**src/rtl/regfile_sweep_if.sv**
```systemverilog
// Bus bundle for regfile_sweep: write port, two read ports, sweep request and busy.
//   master : decode/writeback side (drives addresses, write data, clr)
//   slave  : register file side (drives rd_data_a, rd_data_b, busy)
interface regfile_sweep_if #(
  parameter int DATA_W = 32,
  parameter int ADDR_W = 5
);
  logic              wr_en;
  logic [ADDR_W-1:0] wr_addr;
  logic [DATA_W-1:0] wr_data;
  logic              rd_en_a;
  logic [ADDR_W-1:0] rd_addr_a;
  logic [DATA_W-1:0] rd_data_a;
  logic              rd_en_b;
  logic [ADDR_W-1:0] rd_addr_b;
  logic [DATA_W-1:0] rd_data_b;
  logic              clr;
  logic              busy;

  modport master (
    output wr_en, wr_addr, wr_data,
    output rd_en_a, rd_addr_a, rd_en_b, rd_addr_b,
    output clr,
    input  rd_data_a, rd_data_b, busy
  );

  modport slave (
    input  wr_en, wr_addr, wr_data,
    input  rd_en_a, rd_addr_a, rd_en_b, rd_addr_b,
    input  clr,
    output rd_data_a, rd_data_b, busy
  );
endinterface

```
**src/rtl/regfile_sweep.sv**
```systemverilog
// 2-read/1-write register file with a clear sweep.
//   elk  : clock, rising edge
//   nrst : synchronous active-high reset (priority over everything)
//   bus  : regfile_sweep_if.slave -- write port, registered read ports A/B,
//          clr sweep request, busy status
// Entry 0 reads as zero; entry SP_IDX resets (and sweeps) to SP_RST.
// Optional macro REGFILE_BYPASS_EN: same-cycle write/sweep data is forwarded
// to a read of the same entry.
//
// state | meaning
// IDLE  | normal operation, writes accepted, clr starts a sweep
// SWEEP | one entry re-initialised per cycle at cnt, writes dropped
module regfile_sweep #(
  parameter int DATA_W = 32,
  parameter int ADDR_W = 5,
  parameter int SP_IDX = 29,
  parameter int SP_RST = 252
) (
  input logic          elk,
  input logic          nrst,
  regfile_sweep_if.slave bus
);
  localparam int DEPTH = 2 ** ADDR_W;
  localparam logic [ADDR_W-1:0] SP_ADDR   = ADDR_W'(SP_IDX);
  localparam logic [ADDR_W-1:0] LAST_ADDR = ADDR_W'(DEPTH - 1);
  localparam logic [DATA_W-1:0] SP_VAL    = DATA_W'(SP_RST);

  typedef enum logic {IDLE, SWEEP} state_t;

  state_t            state;
  logic [ADDR_W-1:0] cnt;
  logic [DATA_W-1:0] mem [DEPTH];
  logic [DATA_W-1:0] sweep_val;
  logic [DATA_W-1:0] rd_next_a;
  logic [DATA_W-1:0] rd_next_b;

  assign sweep_val = (cnt == SP_ADDR) ? SP_VAL : '0;

  always_comb begin
    rd_next_a = (bus.rd_addr_a == '0) ? '0 : mem[bus.rd_addr_a];
    rd_next_b = (bus.rd_addr_b == '0) ? '0 : mem[bus.rd_addr_b];
`ifdef REGFILE_BYPASS_EN
    // Forward the value being written this edge so a read sees it immediately.
    if (bus.rd_addr_a != '0) begin
      if (state == IDLE && bus.wr_en && bus.wr_addr == bus.rd_addr_a)
        rd_next_a = bus.wr_data;
      else if (state == SWEEP && bus.rd_addr_a == cnt)
        rd_next_a = sweep_val;
    end
    if (bus.rd_addr_b != '0) begin
      if (state == IDLE && bus.wr_en && bus.wr_addr == bus.rd_addr_b)
        rd_next_b = bus.wr_data;
      else if (state == SWEEP && bus.rd_addr_b == cnt)
        rd_next_b = sweep_val;
    end
`endif
  end

  always_ff @(posedge elk) begin
    if (nrst) begin
      for (int i = 0; i < DEPTH; i++)
        mem[i] <= (i == SP_IDX) ? SP_VAL : '0;
      state         <= IDLE;
      cnt           <= '0;
      bus.busy      <= 1'b0;
      bus.rd_data_a <= '0;
      bus.rd_data_b <= '0;
    end else begin
      if (bus.rd_en_a) bus.rd_data_a <= rd_next_a;
      if (bus.rd_en_b) bus.rd_data_b <= rd_next_b;

      case (state)
        IDLE: begin
          // A write in the same cycle as clr lands first; the sweep then clears it.
          if (bus.wr_en && bus.wr_addr != '0)
            mem[bus.wr_addr] <= bus.wr_data;
          if (bus.clr) begin
            state    <= SWEEP;
            cnt      <= ADDR_W'(1);
            bus.busy <= 1'b1;
          end
        end
        SWEEP: begin
          // Entry 0 is never swept: it is never written, so it stays zero.
          mem[cnt] <= sweep_val;
          if (cnt == LAST_ADDR) begin
            state    <= IDLE;
            cnt      <= '0;
            bus.busy <= 1'b0;
          end else begin
            cnt <= cnt + ADDR_W'(1);
          end
        end
        default: begin
          state    <= IDLE;
          cnt      <= '0;
          bus.busy <= 1'b0;
        end
      endcase
    end
  end
endmodule

```
**src/flat_wrapper.sv**
```systemverilog
// flat-port wrapper written by rule: the top's interface ports become plain ports
module regfile_sweep_flat 
#(
  parameter int DATA_W = 32,
  parameter int ADDR_W = 5,
  parameter int SP_IDX = 29,
  parameter int SP_RST = 252
)
  (elk, nrst, bus_wr_en, bus_wr_addr, bus_wr_data, bus_rd_en_a, bus_rd_addr_a, bus_rd_en_b, bus_rd_addr_b, bus_clr, bus_rd_data_a, bus_rd_data_b, bus_busy);
  regfile_sweep_if #(.DATA_W(DATA_W), .ADDR_W(ADDR_W)) bus_i ();
  input logic elk;
  input logic nrst;
  input wire logic [$bits(bus_i.wr_en)-1:0] bus_wr_en;
  input wire logic [$bits(bus_i.wr_addr)-1:0] bus_wr_addr;
  input wire logic [$bits(bus_i.wr_data)-1:0] bus_wr_data;
  input wire logic [$bits(bus_i.rd_en_a)-1:0] bus_rd_en_a;
  input wire logic [$bits(bus_i.rd_addr_a)-1:0] bus_rd_addr_a;
  input wire logic [$bits(bus_i.rd_en_b)-1:0] bus_rd_en_b;
  input wire logic [$bits(bus_i.rd_addr_b)-1:0] bus_rd_addr_b;
  input wire logic [$bits(bus_i.clr)-1:0] bus_clr;
  output wire logic [$bits(bus_i.rd_data_a)-1:0] bus_rd_data_a;
  output wire logic [$bits(bus_i.rd_data_b)-1:0] bus_rd_data_b;
  output wire logic [$bits(bus_i.busy)-1:0] bus_busy;
  assign bus_i.wr_en = bus_wr_en;
  assign bus_i.wr_addr = bus_wr_addr;
  assign bus_i.wr_data = bus_wr_data;
  assign bus_i.rd_en_a = bus_rd_en_a;
  assign bus_i.rd_addr_a = bus_rd_addr_a;
  assign bus_i.rd_en_b = bus_rd_en_b;
  assign bus_i.rd_addr_b = bus_rd_addr_b;
  assign bus_i.clr = bus_clr;
  assign bus_rd_data_a = bus_i.rd_data_a;
  assign bus_rd_data_b = bus_i.rd_data_b;
  assign bus_busy = bus_i.busy;
  regfile_sweep #(.DATA_W(DATA_W), .ADDR_W(ADDR_W), .SP_IDX(SP_IDX), .SP_RST(SP_RST)) u_core (.elk(elk), .nrst(nrst), .bus(bus_i));
endmodule
```
**config.mk**
```make
export PLATFORM = sky130hd
export DESIGN_NAME = regfile_sweep_flat
export DESIGN_NICKNAME = d
export VERILOG_FILES = /design/src/rtl/regfile_sweep_if.sv /design/src/rtl/regfile_sweep.sv /design/src/flat_wrapper.sv
export SDC_FILE = /design/constraint.sdc
export NUM_CORES = 2
export LEC_CHECK = 0
export CORE_UTILIZATION = 33
export CTS_CLUSTER_DIAMETER = 30
export DETAILED_ROUTE_END_ITERATION = 6
export PLACE_DENSITY = 0.48
export SLEW_MARGIN = 25
export SYNTH_ARGS = -nofsm -noshare
export SYNTH_HDL_FRONTEND = slang
export SYNTH_SLANG_ARGS = --single-unit
```
**constraint.sdc**
```tcl
create_clock -name elk -period 11.2 [get_ports elk]
set_input_delay 2.24 -clock elk [delete_from_list [all_inputs] [get_ports elk]]
set_output_delay 2.24 -clock elk [all_outputs]
set_load 0.005 [all_outputs]
```
Yosys cells after proc, flatten, opt, wreduce, memory -nomap -nowiden
Memories as Yosys holds them, arrays and structs flattened.
Cells that the tools add are included.
{ "classes": {"add_sub_neg": 1, "n_eq_ne": 4, "mux": 27, "n_bitwise": 1, "n_reduce_logical": 7} }
{ "op_table": {"columns": ["operator", "count"], "rows": [
  ["$mux W32", 4],
  ["$reduce_or A32 Y1", 2],
  ["$mux W5", 4],
  ["$mux W1", 15],
  ["$eq A5 B5 Y1 const B", 2],
  ["$logic_not A5 Y1", 2],
  ["$pmux W5 S2", 1],
  ["$mux W8", 1],
  ["$add A5 B1 Y5 const B", 1],
  ["$reduce_bool A5 Y1", 1],
  ["$ne A2 B2 Y1 const B", 2],
  ["$pmux W1 S2", 2],
  ["$reduce_and A2 Y1", 1],
  ["$logic_and A1 B1 Y1", 1],
  ["$not A1 Y1", 1]
]} }
{ "totals": {"ff_bits": 71, "ram_bits": 1024, "wordCells": 46, "n_memories": 1} }
{ "memory_table": {"columns": ["memory", "depth", "width", "rd", "rd_ports_with_merged_regs", "write_ports", "line_no", "source"], "rows": [
  ["u_core.mem", 32, 32, 2, 0, 32, "regfile_sweep.sv:32", "logic [DATA_W-1:0] mem [DEPTH];"]
]} }

Depth between registers and ports, before layout
{ "logic_depth": {"word_depth": 9, "mapped_depth": 9, "mapped_depth_nobuf": 7} }

Worst setup path after synthesis
No wires, ideal clock.
{ "synth_timing": {"path_type": "input port to flip-flop", "from": "in nrst", "to": "mem u_core.mem[24][0] (enable)", "setup_ps": 428, "t_arrival_ps": 5041, "slack_ps": 5731, "stages": 8, "n_path_buf": 4, "path_cell_list": "buf_2 nand2b_4 buf_2 mux2i_1 nand2_1 clkbuf_1 buf_2 o21bai_1"} }
{ "synth_lines": {"columns": ["element", "line_no", "source"], "rows": [
  ["start: declaration", "flat_wrapper.sv:12", "input logic nrst;"],
  ["end: declaration", "regfile_sweep.sv:32", null]
]} }

==> impl.org <==
** Final layout
- The library cell used most frequently in the layout, excluding fill and tap cells, is sky130_fd_sc_hd__edfxtp_1.
- Cell area after layout :: 0.0696 mm2
- The library cells used most frequently in the layout, excluding fill and tap cells, are sky130_fd_sc_hd__edfxtp_1, sky130_fd_sc_hd__nor3_1, sky130_fd_sc_hd__mux2i_1.
- The post-route netlist has 23.2% of its cells at a drive strength greater than 1.
- Final cell count without fillers :: between 6000 and 7000
- Utilization after layout :: between 40% and 50%
- Compared with the post-synthesis result, the final layout area differs by 23.5%.
- Final net count :: around 4300

** Global routing
- Entering global routing, the biggest net connects 135 pins.
- All-Layer GR Usage :: 28.2%
- Initial antenna violation count :: 5
- The first global-routing pass estimated 341000 um of wire.
- Number of global-route vias before repair :: ~42000
- Summed over all layers, the global routing overflow is 0.

** Clocking
- Clock tree from TritonCTS :: built
- Once the clock tree was built, the setup fixing pass inserted 0 buffers.
- Clock-pin slew was measured on the worst setup and hold paths at 0.05 ns.
- The tree built by TritonCTS fans out to 1095 sinks.
- Number of H-tree branching levels :: 5
- Number of buffers created by CTS :: 300
- Clock insertion delay at the later pin of the skew report :: between 0.9 and 1 ns
- The cell sitting at the root of the clock tree is a sky130_fd_sc_hd__clkbuf_16.
- Counting along the longest clock path gives a buffer depth of 4.
- Buffers inserted to repair hold after CTS numbered 0.
- Post-CTS sizing :: 0

** Synth
- Yosys warnings :: 0
- Cell count after synthesis :: 4191
- The average instance in the mapped netlist occupies ~13 um2.
- In this run the cell area of the synthesized design comes to roughly 0.056 mm2.
- Counting flops with a built-in enable in the synthesized netlist gives 1024.
- Number of storage elements in the synthesis netlist :: 1095
- Of the synthesized area, sequential elements account for 57.0%.
- Primary FF master, synth :: sky130_fd_sc_hd__edfxtp_1
- The netlist uses 61 different library cells.
- Of all flip-flops after synthesis, the portion carrying an async set or reset was 0%.

** Run
- Maximum capacitance violations :: 0

** STA
- At the pin with the least slew margin, the transition time is about 1.1 ns.
- Subtracting the final worst setup slack from the clock period gives 5.71 ns.
- Count of pins over their slew limit :: 0
- After layout, the worst setup slack is 5.49 ns.
- Setup repair after global routing left no endpoint under its margin.
- Period utilisation layout :: 50.9%
- Final Hold Slack :: around 0.47 ns
- Clock skew on the completed layout was measured at 0.0643 ns.
- Number of hold violations in the final report :: 0
- For this run, the top clock speed supported by timing is 0.175 GHz.
- Slew headroom :: about 22%
- # setup viols final :: 0
- Total negative slack for setup checks :: 0 ns

** Drt
- Drt first-iter violations :: 5066
- Via Count :: approximately 42000
- Overall routed net length :: ~250000 um
- Average wire per standard cell :: 37.0 um
- For this run, design rule violations remaining after detail routing come to 0.
- Using the TritonRoute via totals, the vias-per-cell ratio works out to 6.29.
- The detail route stage leaves a number of antenna-violating nets equal to 0.
- The first detailed-routing pass took 5 iterations.

** Placed design
- Pre-CTS setup slack :: ~4.7 ns
- Post-place instance area :: 0.0598 mm2
- Final estimated routing congestion in global placement :: between 0.8 and 0.9
- The number of placed instances, taps included, is 6187.
- Detail Placement HPWL :: 147000 um
- Total of buffers placed on input and output ports :: 117

** Power and ir drop
- IR analysis of the VDD net gives a maximum drop of about 0.10 mV.
- In this run the power density over the cells is 208 mW/mm2.
- For this design the static power due to leakage is about 24 nW.
- PnR Total Power :: between 10 and 15 mW

** Setup path
- By instance count, the cell type seen most on the critical path is sky130_fd_sc_hd__buf_4.
- Worst path arrival time :: 6.28 ns
- In this design, the stage delay of the slowest critical-path cell is 0.74 ns.
- Walking the worst path, the cells encountered are buf_2, nand2b_4, buf_4, mux2i_1, nand2_4, buf_4, o21bai_4, buf_4.
- Worst Setup End Kind :: flip-flop
- Worst EP required :: 11.77 ns
- The startpoint identified for the worst register-to-register timing path is u_core.state.
- The worst setup path is launched from an input port.
- Setup crit start :: nrst
- The setup path with the least slack is of type in2reg.
- The slowest stage of the critical path is the sky130_fd_sc_hd__o21bai_4 cell.
- Largest fanout on the critical path :: between 50 and 60

** Status
- The run finished with clean final reports.

** Die
- The floorplan step set the die height to just over 400 um.
- During I/O placement, the number of pins put on the boundary was 118.
- Initial core utilization :: 33.3%
- The floorplan step defined a die boundary enclosing 0.173 mm2.
- Area of the core region :: 0.169 mm2
- Row generation in the floorplan step produced 151 rows.
- Die X-Extent :: 415 um

** Hold path
- The worst hold path begins at u_core.bus.busy.
- Worst min-delay path class :: reg2reg
-- cells in the mapped netlist, drive strengths merged (18+ instances only) --
| master | n | area, um2 |
|---|---|---|
| edfxtp | 1024 | 30700 |
| nor3 | 768 | 3840 |
| mux2i | 393 | 3930 |
| mux4 | 332 | 7490 |
| nor2 | 313 | 1170 |
| buf | 255 | 1400 |
| clkbuf | 252 | 950 |
| nand2 | 95 | 357 |
| a22o | 76 | 666 |
| dfxtp | 71 | 1420 |
| a22oi | 65 | 488 |
| o22ai | 60 | 375 |
| a21oi | 59 | 295 |
| o221ai | 57 | 499 |
| o21ai | 38 | 190 |
| inv | 37 | 139 |
| mux2 | 35 | 394 |
| nand3 | 33 | 165 |
| a32oi | 32 | 280 |
| o21bai | 29 | 218 |
| nor4 | 26 | 163 |
| a311oi | 18 | 158 |
-- sequential cells by signal, indices dropped and copies added, names as in the netlist --
| name | flops |
|---|---|
| u_core.state | 1 |
| u_core.bus.busy | 1 |
| u_core.mem | 1024 |
| u_core.bus.rd_data_b | 32 |
| u_core.bus.rd_data_a | 32 |
| u_core.cnt | 5 |
-- routing by layer --
layer  up-vias  wire (um)  global-route usage (%)  part of all wire [%]
met5         -         11                       0                0.0044
met4         2      15500                    16.3                   6.2
met3       565      21300                    5.70                   8.6
met2      2585     116000                    44.9                    47
met1     22200      95900                    35.6                    39
li1      16900          -                       -                     -
-- worst max-delay path: cells and delay by family --
family                 cells  cell delay [ns]
and+or+nand+nor            2             0.76
AOI/OAI and AO/OA          1             0.74
muxes                      1             0.55
buffers and inverters      4             1.88
-- kinds of logic (layout without fill, tap and decap cells) --
group | Yosys count | in the layout | share of synthesized area (%)
AND/OR/NAND/NOR | 1285 | 1285 | 10.8
flip-flops | 1095 | 1095 | 57.0
multiplexers | 760 | 760 | 21.0
buffers and inverters | 544 | 814 | 4.41
AO/OA/AOI/OAI | 503 | 503 | 6.74
adder cells (fa/ha/maj) | 3 | 3 | 0.0666
other | 1 | 34 | 0.00665
-- report_power, final --
group | leakage [nW] | switching [mW] | internal [mW] | total [mW]
clock | 4.71 | 2.58 | 5.79 | 8.37
combinational | 7.93 | 0.879 | 0.413 | 1.29
sequential | 11.1 | 0.138 | 4.66 | 4.80
total | 23.8 | 3.59 | 10.9 | 14.5
-- path summary, 6_finish.rpt --
kind         slack [ns]  depth (start not counted)                  to
min reg2reg        0.47                          2     u_core.bus.busy
max                5.49                          8  u_core.mem[30][28]
max reg2reg        6.76                          7  u_core.mem[30][28]
min                0.47                          2     u_core.bus.busy
-- area by class of cell --
type	count	area (um2)
diodes	2	5.00
clock inverters	167	1850
flip-flops and latches	1095	32200
repair buffers	255	2340
inverters	37	139
clock buffers	355	7900
fillers	15500	99900
multi-input cells	2583	22400
well taps	2218	2780
(Power assumes the default switching activity.)
